## config.mk

```make
export PLATFORM = sky130hd
export DESIGN_NAME = wb_pipe
export DESIGN_NICKNAME = d
export VERILOG_FILES = /design/src/rtl/wb_pipe.sv
export SDC_FILE = /design/constraint.sdc
export NUM_CORES = 1
export LEC_CHECK = 0
export CAP_MARGIN = 5
export CORE_MARGIN = 2
export CORE_UTILIZATION = 36
export CTS_BUF_LIST = sky130_fd_sc_hd__clkbuf_2 sky130_fd_sc_hd__clkbuf_4 sky130_fd_sc_hd__clkbuf_8
export DETAILED_ROUTE_END_ITERATION = 10
export GPL_TIMING_DRIVEN = 0
export PLACE_DENSITY = 0.83
export SLEW_MARGIN = 20
export SYNTH_ARGS = -nofsm -noshare
export SYNTH_HDL_FRONTEND = slang
export SYNTH_SLANG_ARGS = --single-unit
```

## constraint.sdc

```tcl
create_clock -name clk -period 3 [get_ports clk]
set_input_delay 0.6 -clock clk [delete_from_list [all_inputs] [get_ports clk]]
set_output_delay 0.6 -clock clk [all_outputs]
set_load 0.05 [all_outputs]
```

## src/rtl/wb_pipe.sv

```systemverilog
// wb_pipe: write-back delay pipeline of DEPTH stages feeding the GPR write
// port, with youngest-first operand bypass from the incoming request and
// from every valid stage.
module wb_pipe #(
  parameter int unsigned DATA_W = 32,
  parameter int unsigned ADDR_W = 5,
  parameter int unsigned DEPTH  = 1,
  parameter int unsigned FWD_EN = 1
) (
  input  logic              clk,
  input  logic              Reset,
  input  logic              in_valid,
  input  logic              in_we,
  input  logic              in_e,
  input  logic [ADDR_W-1:0] in_addr,
  input  logic [DATA_W-1:0] in_data,
  input  logic              stall,
  input  logic              flush,
  input  logic [ADDR_W-1:0] raddr_a,
  input  logic [ADDR_W-1:0] raddr_b,
  input  logic [DATA_W-1:0] rf_a,
  input  logic [DATA_W-1:0] rf_b,
  output logic              wr_en,
  output logic [ADDR_W-1:0] wr_addr,
  output logic [DATA_W-1:0] wr_data,
  output logic [DATA_W-1:0] opnd_a,
  output logic [DATA_W-1:0] opnd_b,
  output logic              hit_a,
  output logic              hit_b,
  output logic [2:0]        occupancy
);

  logic [DEPTH-1:0]  r_vld;
  logic [ADDR_W-1:0] r_addr [DEPTH];
  logic [DATA_W-1:0] r_data [DEPTH];
  logic [2:0]        r_occ;

  logic              w_acc;
  logic              w_enter;
  logic [DEPTH-1:0]  w_vld_nxt;
  logic [2:0]        w_occ_nxt;

  // Request qualifies for the pipe; register 0 writes are dropped here.
  assign w_acc   = in_valid & in_we & in_e & (in_addr != '0);
  // Request actually lands in stage 0 on the coming edge.
  assign w_enter = w_acc & Reset & ~stall & ~flush;

  // Next valid vector and its population count (flush beats stall).
  always_comb begin
    w_vld_nxt = r_vld;
    if (flush) begin
      w_vld_nxt = '0;
    end else if (!stall) begin
      w_vld_nxt[0] = w_acc;
      for (int unsigned k = 1; k < DEPTH; k++) begin
        w_vld_nxt[k] = r_vld[k-1];
      end
    end
    w_occ_nxt = '0;
    for (int unsigned k = 0; k < DEPTH; k++) begin
      w_occ_nxt = w_occ_nxt + 3'(w_vld_nxt[k]);
    end
  end

  // Stage registers: reset clears, otherwise shift when neither stalled nor flushed.
  // Address/data fields only move along with a valid entry, so the write
  // port fields stay put while no write is pending.
  always_ff @(posedge clk) begin
    if (!Reset) begin
      r_vld <= '0;
      r_occ <= '0;
      for (int unsigned k = 0; k < DEPTH; k++) begin
        r_addr[k] <= '0;
        r_data[k] <= '0;
      end
    end else begin
      r_vld <= w_vld_nxt;
      r_occ <= w_occ_nxt;
      if (!stall && !flush) begin
        if (w_acc) begin
          r_addr[0] <= in_addr;
          r_data[0] <= in_data;
        end
        for (int unsigned k = 1; k < DEPTH; k++) begin
          if (r_vld[k-1]) begin
            r_addr[k] <= r_addr[k-1];
            r_data[k] <= r_data[k-1];
          end
        end
      end
    end
  end

  // Commit port; a pending write is suppressed while reset is asserted.
  assign wr_en     = r_vld[DEPTH-1] & ~stall & Reset;
  assign wr_addr   = r_addr[DEPTH-1];
  assign wr_data   = r_data[DEPTH-1];
  assign occupancy = r_occ;

  // Operand bypass: incoming request first, then stage 0 onward (youngest wins).
  always_comb begin
    opnd_a = rf_a;
    hit_a  = 1'b0;
    opnd_b = rf_b;
    hit_b  = 1'b0;
    if (FWD_EN != 0) begin
      if (raddr_a != '0) begin
        if (w_enter && in_addr == raddr_a) begin
          opnd_a = in_data;
          hit_a  = 1'b1;
        end
        for (int unsigned k = 0; k < DEPTH; k++) begin
          if (!hit_a && r_vld[k] && r_addr[k] == raddr_a) begin
            opnd_a = r_data[k];
            hit_a  = 1'b1;
          end
        end
      end
      if (raddr_b != '0) begin
        if (w_enter && in_addr == raddr_b) begin
          opnd_b = in_data;
          hit_b  = 1'b1;
        end
        for (int unsigned k = 0; k < DEPTH; k++) begin
          if (!hit_b && r_vld[k] && r_addr[k] == raddr_b) begin
            opnd_b = r_data[k];
            hit_b  = 1'b1;
          end
        end
      end
    end
  end

endmodule
```

**Word-level counts from Yosys, hierarchy flattened**

Memories as Yosys holds them, arrays and structs flattened.
Cells that the tools add are included.

- Register bits: 3
- Input port bits: 118
- Output and inout bits: 107
- Bits in writable memories: 37
- Word-level logic and storage cells: 59
- Memories kept: 2

Memory list:

| memory | depth | width | rd ports | clocked after Yosys merged registers in | write ports | RTL line | RTL |
|---|---|---|---|---|---|---|---|
| r_data | 1 | 32 | 1 | 0 | 1 | 35 | `logic [DATA_W-1:0] r_data [DEPTH];` |
| r_addr | 1 | 5 | 1 | 0 | 1 | 34 | `logic [ADDR_W-1:0] r_addr [DEPTH];` |

- Bitwise operators: 10
- Reduce and logical (&&, ||, !) cells: 16
- Equal/unequal tests: 4
- Multiplexer cells: 25

Operators by type and width:

| operator | count |
|---|---|
| $mux W32 | 7 |
| $reduce_or A32 Y1 | 1 |
| $eq A5 B5 Y1 | 4 |
| $mux W1 | 17 |
| $reduce_bool A5 Y1 | 3 |
| $and A1 B1 Y1 | 8 |
| $logic_and A1 B1 Y1 | 7 |
| $mux W5 | 1 |
| $reduce_or A5 Y1 | 1 |
| $logic_not A1 Y1 | 4 |
| $not A1 Y1 | 2 |

**Logic depth before layout (Yosys ltp)**

- Depth in word-level cells: 14
- Gate-level depth with buffers: 6
- Mapped depth without buffers: 5

**Least setup slack after synthesis**

Ideal clock, no wire load.

- Kind: input to output
- Start point: input port raddr_a[1]
- End point: output port opnd_a[28]
- Setup slack: -100 ps
- Required time: 2400 ps
- Arrival time: 2500 ps
- Stages: 6
- Path buffers: 1
- Cell sequence: or4_4 > o211ai_2 > nor2_2 > buf_6 > mux2i_1 > mux2i_1

- Cells in the longest elaborated chain, start to end: 9
- Elaborated cells between the ends (all ways): 12
- Classes of those cells: eq/ne: 2; mux: 5; reduce/logical: 5

RTL lines:

| element | RTL line | RTL |
|---|---|---|
| start: declaration | 19 | `input logic [ADDR_W-1:0] raddr_a,` |
| $eq A5 B5 Y1 | 108 | `if (w_enter && in_addr == raddr_a) begin` |
| $logic_and A1 B1 Y1 | 108 |  |
| $mux W1 | 108 |  |
| $mux W1 | 107 | `if (raddr_a != '0) begin` |
| $logic_not A1 Y1 | 113 | `if (!hit_a && r_vld[k] && r_addr[k] == raddr_a) begin` |
| $logic_and A1 B1 Y1 (2 in series) | 113 |  |
| $mux W32 | 113 |  |
| $mux W32 (*) | 107 |  |
| end: declaration | 26 | `output logic [DATA_W-1:0] opnd_a,` |

Every way passes the cells marked *; elsewhere a longest branch is shown, timed or not. The select of a mux whose other input is x is not followed.

**Worst setup path after layout**

- Start point: input port raddr_b[2]
- End point: output port opnd_b[18]

- Cells in the longest elaborated chain, start to end: 9
- Elaborated cells between the ends (all ways): 12
- Classes of those cells: eq/ne: 2; mux: 5; reduce/logical: 5

RTL lines:

| element | RTL line | RTL |
|---|---|---|
| start: declaration | 20 | `input logic [ADDR_W-1:0] raddr_b,` |
| $eq A5 B5 Y1 | 120 | `if (w_enter && in_addr == raddr_b) begin` |
| $logic_and A1 B1 Y1 | 120 |  |
| $mux W1 | 120 |  |
| $mux W1 | 119 | `if (raddr_b != '0) begin` |
| $logic_not A1 Y1 | 125 | `if (!hit_b && r_vld[k] && r_addr[k] == raddr_b) begin` |
| $logic_and A1 B1 Y1 (2 in series) | 125 |  |
| $mux W32 | 125 |  |
| $mux W32 (*) | 119 |  |
| end: declaration | 27 | `output logic [DATA_W-1:0] opnd_b,` |

Marked as above.

==> metrics.csv <==
stage;metric;value;unit
run_status;outcome;completed;
cts;htree_levels;2;
timing;relSlewSlack;0.626;
global_routing;grt_antenna_before_repair;0;
critical_path;rrSetupSlack;2.14;ns
synth;seq_area_frac_synth;0.362;
final_layout;drive_above_1_share;0.370;
critical_path;slowest_delay;0.48;ns
floorplan;die_x;97.2;um
global_routing;grt_pass1_vias;3802;
critical_path;crit_type;in -> out;
timing;setup_ws;0.0228;ns
detailed_routing;viasPerCell;5.34;
place;dp_slack;-1.09;ns
global_routing;grt-ovfl-total;0;
critical_path;crit_family;buffers and inverters;
hold_path;hold_end;occupancy[0];
detailed_routing;routed_wl;14000;um
final_layout;n_antenna_cell;0;
timing;tns;0;ns
floorplan;rows;33;
detailed_routing;via_count;3767;
timing;max_freq;336;MHz
floorplan;die-area;9450;sq um
detailed_routing;drcViolationCount;0;
timing;period_needed;2.98;ns
synth;avgSynthCellArea;9.09;sq um
critical_path;cp.arrival;2.38;ns
detailed_routing;post_drt_wl_per_cell;19.9;um
timing;rsz0062_at_grt;true;
timing;skew;0;ns
pwr;total_power;1.96;mW
synth;synth_warnings;0;
synth;synth_area;3130;sq um
floorplan;die_height;97.2;um
cts;cts_buffer_depth;2;
floorplan;io_pins;225;
final_layout;final_util;0.791;
timing;setup_viol;0;
critical_path;critical_path_required;2.40;ns
cts;clk_pin_slew;0.08;ns
critical_path;ff2ff_path_depth;2;
detailed_routing;antenna_left;0;
place;dp_hpwl;9790;um
flow_run;drv_cap;0;
floorplan;start_util;0.377;
place;gp_congestion;0.855;
cts;cts_tree;done;
pwr;power_density;299;nW/um^2
timing;holdWs;0.618;ns
pwr;irDropWorstVdd;0.246;mV
floorplan;core-area;8300;sq um
critical_path;r2r-start;occupancy[0];
global_routing;grt_max_degree;28;
synth;synth_edf_count;37;
detailed_routing;firstDrtPassIters;4;
hold_path;hold_class;in -> reg;
critical_path;reg2reg_to;occupancy[0];
critical_path;worst_setup_path_start_kind;input port;
pwr;p_leak;2.61;nW
critical_path;end_kind;primary output;
critical_path;path_buf_inv;3;
cts;cts-root-buf;clkbuf_8;
cts;clkSinkCount;38;
timing;tightest_slew;0.560;ns
timing;slew_viol_final;0;
cts;cts-buffers-inserted;5;
global_routing;grt_pass1_wl;20000;um
detailed_routing;drt_iter0_drc;121;
global_routing;grt.total_usage;0.262;
synth;synth_cell_type_count;26;
synth;syn_inst;344;
cts;postCtsHoldBufs;0;
cts;clock_latency;0.29;ns
hold_path;min_from;flush;
final_layout;final_common_cell;clkdlybuf4s50_1;
final_layout;final_net_count;717;
critical_path;slowest_stage;or4_4;
synth;yosys_register_bits;38;
hold_path;min_path_cells;3;
final_layout;layout_common_cells;clkdlybuf4s50_1 (135), mux2i_1 (61), a21oi_2 (57);
critical_path;path_cells;clkdlybuf4s15_1 -> or4_4 -> o211ai_4 -> nor2_4 -> buf_8 -> mux2i_1 -> a21oi_2 -> buf_4;
timing;hold_viol_final;0;
critical_path;crit_path_max_fanout;10;
synth;ys.flop_type;edfxtp_1;
place;port_buffers;222;
synth;async_flop_share;0;
timing;period_share;0.992;
final_layout;area_growth_syn_to_layout;110;%
## where the power goes
group	internal (mW)	leakage, nW	total, mW	switching (mW)
combinational	0.329	2.19	0.791	0.462
clock	0.329	0.0658	0.524	0.195
sequential	0.614	0.362	0.646	0.0314
## synthesized netlist by cell type, types with 3 or more instances
library cell | instances | area share
nand2b_1 | 3 | 0.0060
buf_2 | 13 | 0.021
o21ai_0 | 5 | 0.0080
nor2_1 | 65 | 0.078
a21oi_1 | 62 | 0.099
buf_4 | 3 | 0.0072
buf_6 | 6 | 0.022
and3_1 | 37 | 0.074
xor2_1 | 10 | 0.028
xnor2_1 | 10 | 0.028
edfxtp_1 | 37 | 0.36
mux2i_1 | 66 | 0.21
clkbuf_1 | 7 | 0.0084
## routing by layer
layer	part of all wire	global-route usage
met5	0	0
met3	0.066	0.0489
met2	0.52	0.480
met4	0.028	0.0737
met1	0.39	0.312
## worst max path at each step
stage | from | to | slack, ns | cells after the start
2_1_floorplan | stall | opnd_a[29] | 0.04 | 5
3_3_place_gp | in_addr[2] | opnd_b[20] | -1.08 | 7
3_5_place_dp | in_addr[2] | opnd_b[15] | -1.09 | 7
4_1_cts | raddr_a[4] | opnd_a[8] | -0.003 | 8
5_1_grt | in_addr[4] | opnd_a[13] | -0.04 | 10
6_report | raddr_b[2] | opnd_b[18] | 0.02 | 8
## state kept, by name (all words and copies together) (netlist names)
signal and count:
r_addr 5, r_data 32, occupancy 1
## repair_timing
action / 4_1_cts / 5_1_grt
setup buffers: 12 / 2
gates resized for setup: 498 / 68
pin swaps: 13 / 14
gates cloned: 2 / 8
setup endpoints to repair: 67 / 67
## cell families after synthesis
kind of cell | after synthesis | share of synthesized area
muxes | 66 | 0.211
xor gates and xnor gates | 20 | 0.0560
DFF | 38 | 0.362
and+or+nand+nor | 119 | 0.191
buffers and inverters | 30 | 0.0592
AOI/OAI and AO/OA | 70 | 0.119
other | 1 | 0.00120
## final cells by class
cell class                 count  area [sq um]
tap                          105           131
clock buffer                   5          68.8
timing repair buffer         246          2560
fill                         563          1740
multi-input combinational    278          2260
clock inverter                 3          63.8
inverter                       1          3.75
sequential                    38          1130
buffer                        29           345
## per-stage QoR
stage,std cells,instance area [sq um]
2_1_floorplan,345,3360
3_3_place_gp,672,5710
3_5_place_dp,673,5730
4_1_cts,695,6140
5_1_grt,705,6560
6_report,705,6560
## worst register-to-register path, delay by kind of cell, from the launching register on
| family | cells | cell delay (ns) |
|---|---|---|
| compound gates | 1 | 0.16 |
| simple gates | 1 | 0.13 |
| flops | 1 | 0.50 |
Note: power is estimated with default switching activity, not from simulation.
